`config.mk`:
```
export PLATFORM = sky130hd
export DESIGN_NAME = clk_meter
export DESIGN_NICKNAME = d
export VERILOG_FILES = /design/src/rtl/clk_meter.sv
export SDC_FILE = /design/constraint.sdc
export NUM_CORES = 1
export LEC_CHECK = 0
export CAP_MARGIN = 25
export CELL_PAD_IN_SITES_DETAIL_PLACEMENT = 1
export CELL_PAD_IN_SITES_GLOBAL_PLACEMENT = 2
export CORE_UTILIZATION = 29
export DETAILED_ROUTE_END_ITERATION = 16
export GPL_ROUTABILITY_DRIVEN = 1
export HOLD_SLACK_MARGIN = 0.06
export PLACE_DENSITY_LB_ADDON = 0.1
export SLEW_MARGIN = 20
export SYNTH_ARGS = -nofsm -noshare
export SYNTH_HDL_FRONTEND = slang
export SYNTH_SLANG_ARGS = --single-unit
export TNS_END_PERCENT = 10
```
`constraint.sdc`:
```
create_clock -name clk -period 1.8 [get_ports clk]
set_input_delay 0.18 -clock clk [delete_from_list [all_inputs] [get_ports clk]]
set_output_delay 0.18 -clock clk [all_outputs]
set_load 0.01 [all_outputs]
```
`src/rtl/clk_meter.sv`:
```
// -----------------------------------------------------------------------------
// clk_meter
//
// Measures a slow square wave (such as a divided clock) in clk cycles. The
// input is brought into the clk domain, and the meter counts clk cycles from
// one rising edge to the next (period) and from a rising edge to the following
// falling edge (high time). Each completed measurement is held for a consumer
// until it is acknowledged.
//
// Parameters:
//   CNT_W    - width of the cycle counters and of the measurement outputs
//   TIMEOUT  - cycles without a rising edge before the input counts as lost
//              (2 <= TIMEOUT <= 2**CNT_W-1)
//
// Ports:
//   clk        in   system clock, all state on the rising edge
//   rst        in   synchronous reset, active low
//   sig_in     in   measured square wave, asynchronous to clk
//   meas_ack   in   consumer accepts the held measurement
//   period     out  clk cycles from rising edge to rising edge
//   high_time  out  clk cycles from rising edge to falling edge
//   meas_valid out  a measurement is held, stays high until acknowledged
//   overrun    out  sticky: a measurement was dropped while one was held
//   stalled    out  no rising edge seen for TIMEOUT cycles
// -----------------------------------------------------------------------------
module clk_meter #(
  parameter int CNT_W   = 16,
  parameter int TIMEOUT = 65535
) (
  input  logic             clk,
  input  logic             rst,
  input  logic             sig_in,
  input  logic             meas_ack,
  output logic [CNT_W-1:0] period,
  output logic [CNT_W-1:0] high_time,
  output logic             meas_valid,
  output logic             overrun,
  output logic             stalled
);

  typedef enum logic [1:0] {
    IDLE  = 2'd0,
    ARMED = 2'd1,
    RUN   = 2'd2
  } state_t;

  localparam logic [CNT_W-1:0] TIMEOUT_C = CNT_W'(TIMEOUT);

  // sync_reg[0] is the first flop; [1] and [2] feed the edge detector.
  // All stages reset to 1 so a high input at reset release is not an edge.
  logic [2:0]       sync_reg;
  logic [CNT_W-1:0] cnt_reg;
  logic [CNT_W-1:0] hcap_reg;
  state_t           state_reg;

  logic rise;
  logic fall;
  logic timed_out;
  logic meas_done;

  assign rise      = sync_reg[1] & ~sync_reg[2];
  assign fall      = ~sync_reg[1] & sync_reg[2];
  assign timed_out = (cnt_reg == TIMEOUT_C) && !rise;
  // A measurement only completes once a full high phase has been observed.
  assign meas_done = (state_reg == RUN) && rise;

  always_ff @(posedge clk) begin
    if (!rst) begin
      sync_reg   <= 3'b111;
      cnt_reg    <= '0;
      hcap_reg   <= '0;
      state_reg  <= IDLE;
      period     <= '0;
      high_time  <= '0;
      meas_valid <= 1'b0;
      overrun    <= 1'b0;
      stalled    <= 1'b0;
    end else begin
      sync_reg <= {sync_reg[1:0], sig_in};

      // Cycle counter restarts at 1 on every rise so that at the next rise it
      // holds the exact number of edges between the two rising samples.
      if (rise) begin
        cnt_reg <= {{(CNT_W-1){1'b0}}, 1'b1};
      end else if (cnt_reg != TIMEOUT_C) begin
        cnt_reg <= cnt_reg + 1'b1;
      end

      if (fall) begin
        hcap_reg <= cnt_reg;
      end

      case (state_reg)
        IDLE: begin
          if (rise) begin
            state_reg <= ARMED;
            stalled   <= 1'b0;
          end
        end
        ARMED: begin
          if (timed_out) begin
            state_reg <= IDLE;
            stalled   <= 1'b1;
          end else if (fall) begin
            state_reg <= RUN;
          end
        end
        RUN: begin
          if (timed_out) begin
            state_reg <= IDLE;
            stalled   <= 1'b1;
          end
        end
        default: state_reg <= IDLE;
      endcase

      // Output handshake. A new measurement may replace the held one only if
      // the held one is free or being acknowledged on this very edge.
      if (meas_done) begin
        if (!meas_valid || meas_ack) begin
          period     <= cnt_reg;
          high_time  <= hcap_reg;
          meas_valid <= 1'b1;
          overrun    <= 1'b0;
        end else begin
          overrun <= 1'b1;
        end
      end else if (meas_ack && meas_valid) begin
        meas_valid <= 1'b0;
        overrun    <= 1'b0;
      end
    end
  end

endmodule

```
==> impl_metrics.csv, run 1 <==
group,metric,value,unit
clock_tree,cts_tree,"built",
sta,min_period,1.65,ns
clock_tree,clock_latency,0.35,ns
placed_design,dp_hpwl,5.58,mm
sta,report.final.slew_viol_count,0,
sta,fmax,607,MHz
routing,num_vias,2580,
global_routing,grt_antenna_before_repair,0,
synthesis,yosysUniqueCellTypes,42,
routing,wl,7.94,mm
sta,setup_violations,0,
routing,drt_iter0_drc,42,
worst_setup_path,crit_path_cell_trace,"ha_1 > nand4_4 > or4_4 > o31ai_4 > nor2_1",
sta,worst_slew_pin_slew,0.387,ns
synthesis,syn-num-nets,355,
cells_and_area,area.growth.synth_to_final,31.8,%
sta,fin_setup_tns,0,ns
synthesis,yosysSeqAreaShare,49.8,%
synthesis,syn_inst,346,
worst_hold_path,min_path_type,"in -> reg",
synthesis,postSynthAreaPerCell,8.37,sq um
power,seqPwrFrac,48.8,%
clock_tree,cts_post_setup_buffers_inserted,0,
worst_setup_path,cp-end-kind,"flop",
cells_and_area,final_common_cell,"nand2_1",
power,p_clk_share,47.7,%
die,start_util,29.8,%
die,die_w,102,um
sta,clock_skew,0.0117,ns
die,ios,39,
synthesis,synth_seq_cells,72,
die,die_y,102,um
clock_tree,cts_resized,0,
synthesis,async_reset_ff_share,0,%
clock_tree,numClockSinks,72,
die,fp-row-count,36,
routing,wl_per_cell,14.7,um
routing,vias_per_cell,4.79,
global_routing,grt_pass1_wl,12.9,mm
power,p_sw,732,uW
cells_and_area,design_area,3820,sq um
placed_design,port_buffers,38,
clock_tree,cts_max_level,3,
synthesis,synth_area,2900,sq um
global_routing,grt_pass1_vias,2526,
routing,drtPass1Iterations,4,
worst_setup_path,crit_arrival,1.89,ns
clock_tree,hold_buffers,0,
worst_setup_path,cp_slowest_stage_delay,0.56,ns
global_routing,gr-total-overflow,0,
clock_tree,root_buffer,"clkbuf_8",
cells_and_area,nets,410,
cells_and_area,antenna-diode-count,0,
worst_setup_path,path_max_fanout,4,
placed_design,dpl_cell_area,3570,sq um
flow_run,maxCapViolCount,0,
worst_setup_path,cp.required,2.04,ns
clock_tree,cts.path.max_buffers,2,
worst_setup_path,reg2reg_slack,0.15,ns
die,design.die.area,10400,sq um
routing,drc,0,
routing,ant_nets,0,
sta,hold_viol,0,
synthesis,synth_edf_count,0,
clock_tree,path_clk_slew,0.08,ns
power,peakVddDrop,377,uV
power,netSwitchingFraction,22.2,%
worst_setup_path,cp-start-kind,"flop",
synthesis,yosysWarnings,0,
sta,period_share,91.5,%
placed_design,finalWeightedCongestion,0.744,
power,p_leak,0.00131,uW
die,core,9730,sq um
cells_and_area,layout_common_cells,"103 x nand2_1, 72 x dfxtp_1, 62 x a21oi_1, 38 x clkdlybuf4s50_1, 27 x buf_4",
global_routing,grt_max_degree,35,
synthesis,ys.flop_type,"dfxtp_1",
clock_tree,cts_made_buffers,9,
sta,grt_setup_unrepaired,"false",
outcome,status,"finished clean",
cells_and_area,layout-drive-gt1-share,13.3,%
sta,slew-limit-headroom,74.1,%
power,internal_power,2570,uW
worst_setup_path,worstSetupPathType,"reg -> reg",
worst_setup_path,critPathSlowestCell,"or4_4",
power,power_per_cell_area,864,nW/um^2
power,p_comb_share,3.5,%
global_routing,track_usage,16.4,%
cells in the mapped netlist (2+ instances only):
library cell	instances	area [sq um]
and4_1	3	26.3
nand2b_1	6	37.5
ha_1	5	62.6
nor2_1	5	18.8
nand2_1	103	387
nand3_1	8	40.0
o311ai_0	3	26.3
or3_1	5	31.3
inv_1	2	7.51
nor2b_1	2	12.5
o21ai_0	9	45.0
nand4_4	2	42.5
clkbuf_1	17	63.8
nor3_1	4	20.0
a21oi_1	62	310
nand4_1	3	18.8
o41ai_1	3	26.3
dfxtp_1	72	1440
or4_1	5	37.5
and3_1	2	12.5
o31ai_1	3	22.5
clkbuf_2	2	10.0
worst paths after layout:
check / startpoint / to / cells after the start
min reg2reg: sync_reg[0]$_SDFF_PN1_ / sync_reg[1]$_SDFF_PN1_ / 1
min: sig_in / sync_reg[0]$_SDFF_PN1_ / 2
max: cnt_reg[0]$_SDFFE_PN0P_ / state_reg[1]$_SDFFE_PN0P_ / 5
max reg2reg: cnt_reg[0]$_SDFFE_PN0P_ / state_reg[1]$_SDFFE_PN0P_ / 5
final cells by class:
| type | instances | area [sq um] |
|---|---|---|
| inverters | 3 | 11.3 |
| well taps | 133 | 166 |
| flip-flops and latches | 72 | 1440 |
| fillers | 1172 | 5910 |
| multi-input cells | 248 | 1330 |
| repair buffers | 67 | 623 |
| clock inverters | 7 | 119 |
| clock buffers | 9 | 124 |
layer usage:
metal	GRT usage, %	vias up	part of all wire [%]	routed length [um]
met3	2.74	9	2.0	156
met5	0	-	0	0
met4	6.92	0	1.4	109
met2	25.5	27	47	3720
met1	22.6	1243	50	3950
li1	-	1301	-	-
cells by family (layout without fill, tap and decap cells):
| family | after synthesis | in the layout | share of synthesized area, % |
|---|---|---|---|
| buffers and inverters | 26 | 86 | 4.41 |
| AOI/OAI and AO/OA | 87 | 87 | 17.2 |
| DFF | 72 | 72 | 49.8 |
| adders and majority gates | 5 | 5 | 2.16 |
| and+or+nand+nor | 154 | 154 | 25.8 |
| muxes | 1 | 1 | 0.346 |
| xor gates and xnor gates | 1 | 1 | 0.302 |
power by group through the flow:
| stage | Sequential [uW] | Clock (uW) | Combinational, uW |
|---|---|---|---|
| 6_report | 1610 | 1570 | 116 |
| 5_1_grt | 1610 | 1690 | 129 |
| 4_1_cts | 1610 | 1620 | 120 |
| 3_5_place_dp | 1650 | 0 | 119 |
| 3_3_place_gp | 1650 | 0 | 118 |
| 2_1_floorplan | 1650 | 0 | 63.6 |
worst max-delay path, delay by kind of cell (launching register included):
kind,cells,cell delay [ns]
AOI/OAI and AO/OA,1,0.20
DFF,1,0.34
and+or+nand+nor,3,0.79
adders and majority gates,1,0.22
through the flow:
step / instances / hold WS [ns] / utilization [%] / power, uW / setup slack (ns)
3_5_place_dp: 523 / 0.397 / 36.7 / 1770 / 0.0423
6_report: 539 / 0.401 / 39.2 / 3300 / 0.153
3_3_place_gp: 523 / 0.398 / 36.7 / 1760 / 0.0878
5_1_grt: 539 / 0.398 / 39.2 / 3430 / 0.0432
2_1_floorplan: 346 / 0.253 / - / 1710 / 0.0126
4_1_cts: 539 / 0.387 / 39.2 / 3350 / 0.0369
Power figures use the tool's default switching activity.
==> inputs of run 2 (changes only) <==
CORE_UTILIZATION = 32   (was 29)
clock period = 1.6 ns   (was 1.8 ns; I/O delays follow)
==> impl_metrics.csv, run 2 (synthesis results as in run 1) <==
group,metric,value,unit
outcome,status,"complete, but fails checks",
outcome,failed_checks,"setup timing",
die,ios,39,
sta,setup_violations,1,
sta,clock_skew,0.00805,ns
die,fp-row-count,34,
global_routing,gr-total-overflow,0,
die,core,8760,sq um
power,p_clk_share,42.9,%
flow_run,maxCapViolCount,0,
cells_and_area,nets,420,
worst_setup_path,path_max_fanout,4,
routing,ant_nets,0,
power,seqPwrFrac,53.2,%
clock_tree,cts.path.max_buffers,2,
routing,drtPass1Iterations,4,
power,finalPower,3410,uW
sta,worst_hold_slack,0.388,ns
power,p_leak,0.00135,uW
worst_setup_path,crit_arrival,1.83,ns
clock_tree,cts_tree,"built",
placed_design,dpl_cell_area,3640,sq um
cells_and_area,antenna-diode-count,0,
sta,slew-limit-headroom,64.7,%
sta,grt_setup_unrepaired,"true",
cells_and_area,multiInputGateArea,1350,sq um
clock_tree,path_clk_slew,0.08,ns
cells_and_area,design_area,3850,sq um
worst_hold_path,min_path_type,"in -> reg",
clock_tree,root_buffer,"clkbuf_8",
global_routing,grt_max_degree,50,
global_routing,busiest_layer,"met2",
global_routing,grt_pass1_wl,13.2,mm
worst_setup_path,worstSetupPathType,"reg -> reg",
global_routing,met1_usage,23.6,%
sta,min_period,1.61,ns
sta,worst_slew_pin_slew,0.529,ns
routing,wl,7.86,mm
sta,fmax,621,MHz
routing,drt_iter0_drc,118,
cells_and_area,layout-drive-gt1-share,18.1,%
sta,period_share,101,%
power,internal_power,2610,uW
die,die_y,97.1,um
die,die_w,97.1,um
cells_and_area,nFillCells,1055,
clock_tree,clock_latency,0.34,ns
global_routing,gr-usage-met2,27.6,%
placed_design,dp_hpwl,5.46,mm
global_routing,track_usage,17.5,%
cells_and_area,regArea,1460,sq um
sta,hold_viol,0,
routing,vias_per_cell,4.97,
power,p_comb_share,4.0,%
power,p_sw,801,uW
clock_tree,numClockSinks,72,
power,peakVddDrop,448,uV
cells_and_area,final_common_cell,"nand2_1",
cells_and_area,fin_util,44.0,%
global_routing,use_met3,2.52,%
global_routing,grt_pass1_vias,2658,
cells_and_area,layout_common_cells,"103 x nand2_1, 62 x a21oi_1, 62 x dfxtp_1, 38 x clkdlybuf4s50_1, 36 x buf_4",
placed_design,port_buffers,38,
clock_tree,cts_made_buffers,9,
sta,setup_ws,-0.00956,ns
routing,wl_per_cell,15.0,um
routing,num_vias,2601,
routing,drc,0,
sta,report.final.slew_viol_count,0,
worst_setup_path,cp-end-kind,"flop",
power,netSwitchingFraction,23.5,%
die,start_util,33.1,%
placed_design,finalWeightedCongestion,0.859,
worst_setup_path,cp-start-kind,"flop",
power,power_per_cell_area,884,nW/um^2
clock_tree,cts_max_level,3,
cells_and_area,area.growth.synth_to_final,33.1,%
global_routing,grt_antenna_before_repair,0,
die,design.die.area,9440,sq um
worst_setup_path,cp.required,1.82,ns
-- run 2: cell types whose count changed in the layout (fill, tap and decap cells not counted), sizes merged --
cell      previous run  this run
clkbuf               9        10
bufinv               3         1
buf                 29        39
inv                  3         4
clkinvlp             2         1
-- run 2: per-stage QoR --
| stage | setup TNS [ns] | cells | setup slack [ns] |
|---|---|---|---|
| 5_1_grt | -0.331 | 523 | -0.0602 |
| 2_1_floorplan | -0.0358 | 346 | -0.0237 |
| 3_5_place_dp | 0 | 508 | 0.0108 |
| 6_report | -0.00956 | 523 | -0.00956 |
| 3_3_place_gp | 0 | 508 | 0.0505 |
| 4_1_cts | -0.00160 | 523 | -0.00160 |
-- run 2: cell type report --
type	count	area share, %
flip-flops and latches	72	37.9
multi-input cells	248	35.1
repair buffers	77	18.2
clock buffers	10	3.57
well taps	108	3.51
clock inverters	5	1.43
inverters	3	0.292
-- run 2: power groups by stage --
stage	sequential, uW	clock (uW)	combinational, uW
after floorplan	1860	0	73.8
after global routing	1810	1560	151
after detailed placement	1860	0	137
after global placement	1860	0	136
final	1810	1460	135
after CTS	1810	1490	138
-- run 2: critical path, cell delays in order (launching register included) --
cell and delay [ns]:
dfxtp_4 0.37, ha_4 0.14, nand4_4 0.10, or4_4 0.59
o31ai_4 0.21, nor2b_1 0.08
-- run 2: final timing paths --
path                                               from                        end  slack (ns)  cells after the start
worst min-delay path                             sig_in     sync_reg[0]$_SDFF_PN1_        0.39                      2
worst min register to register   sync_reg[0]$_SDFF_PN1_     sync_reg[1]$_SDFF_PN1_        0.42                      1
worst max register to register  cnt_reg[0]$_SDFFE_PN0P_  state_reg[0]$_SDFFE_PN0P_       -0.01                      5
worst max-delay path            cnt_reg[0]$_SDFFE_PN0P_  state_reg[0]$_SDFFE_PN0P_       -0.01                      5
-- run 2: per-layer routing --
layer / share of wire, % / vias to the layer above
met5: 0 / -
met4: 1.4 / 0
met3: 1.5 / 10
met2: 46 / 25
met1: 51 / 1249
li1: - / 1317
-- run 2: timing repair --
item | in CTS | in global routing
setup buffers | 0 | 0
pin swaps | 2 | 1
setup endpoints to repair | 2 | 16
cloned | 0 | 0
resized for setup | 0 | 13
hold buffers | 0 | 0
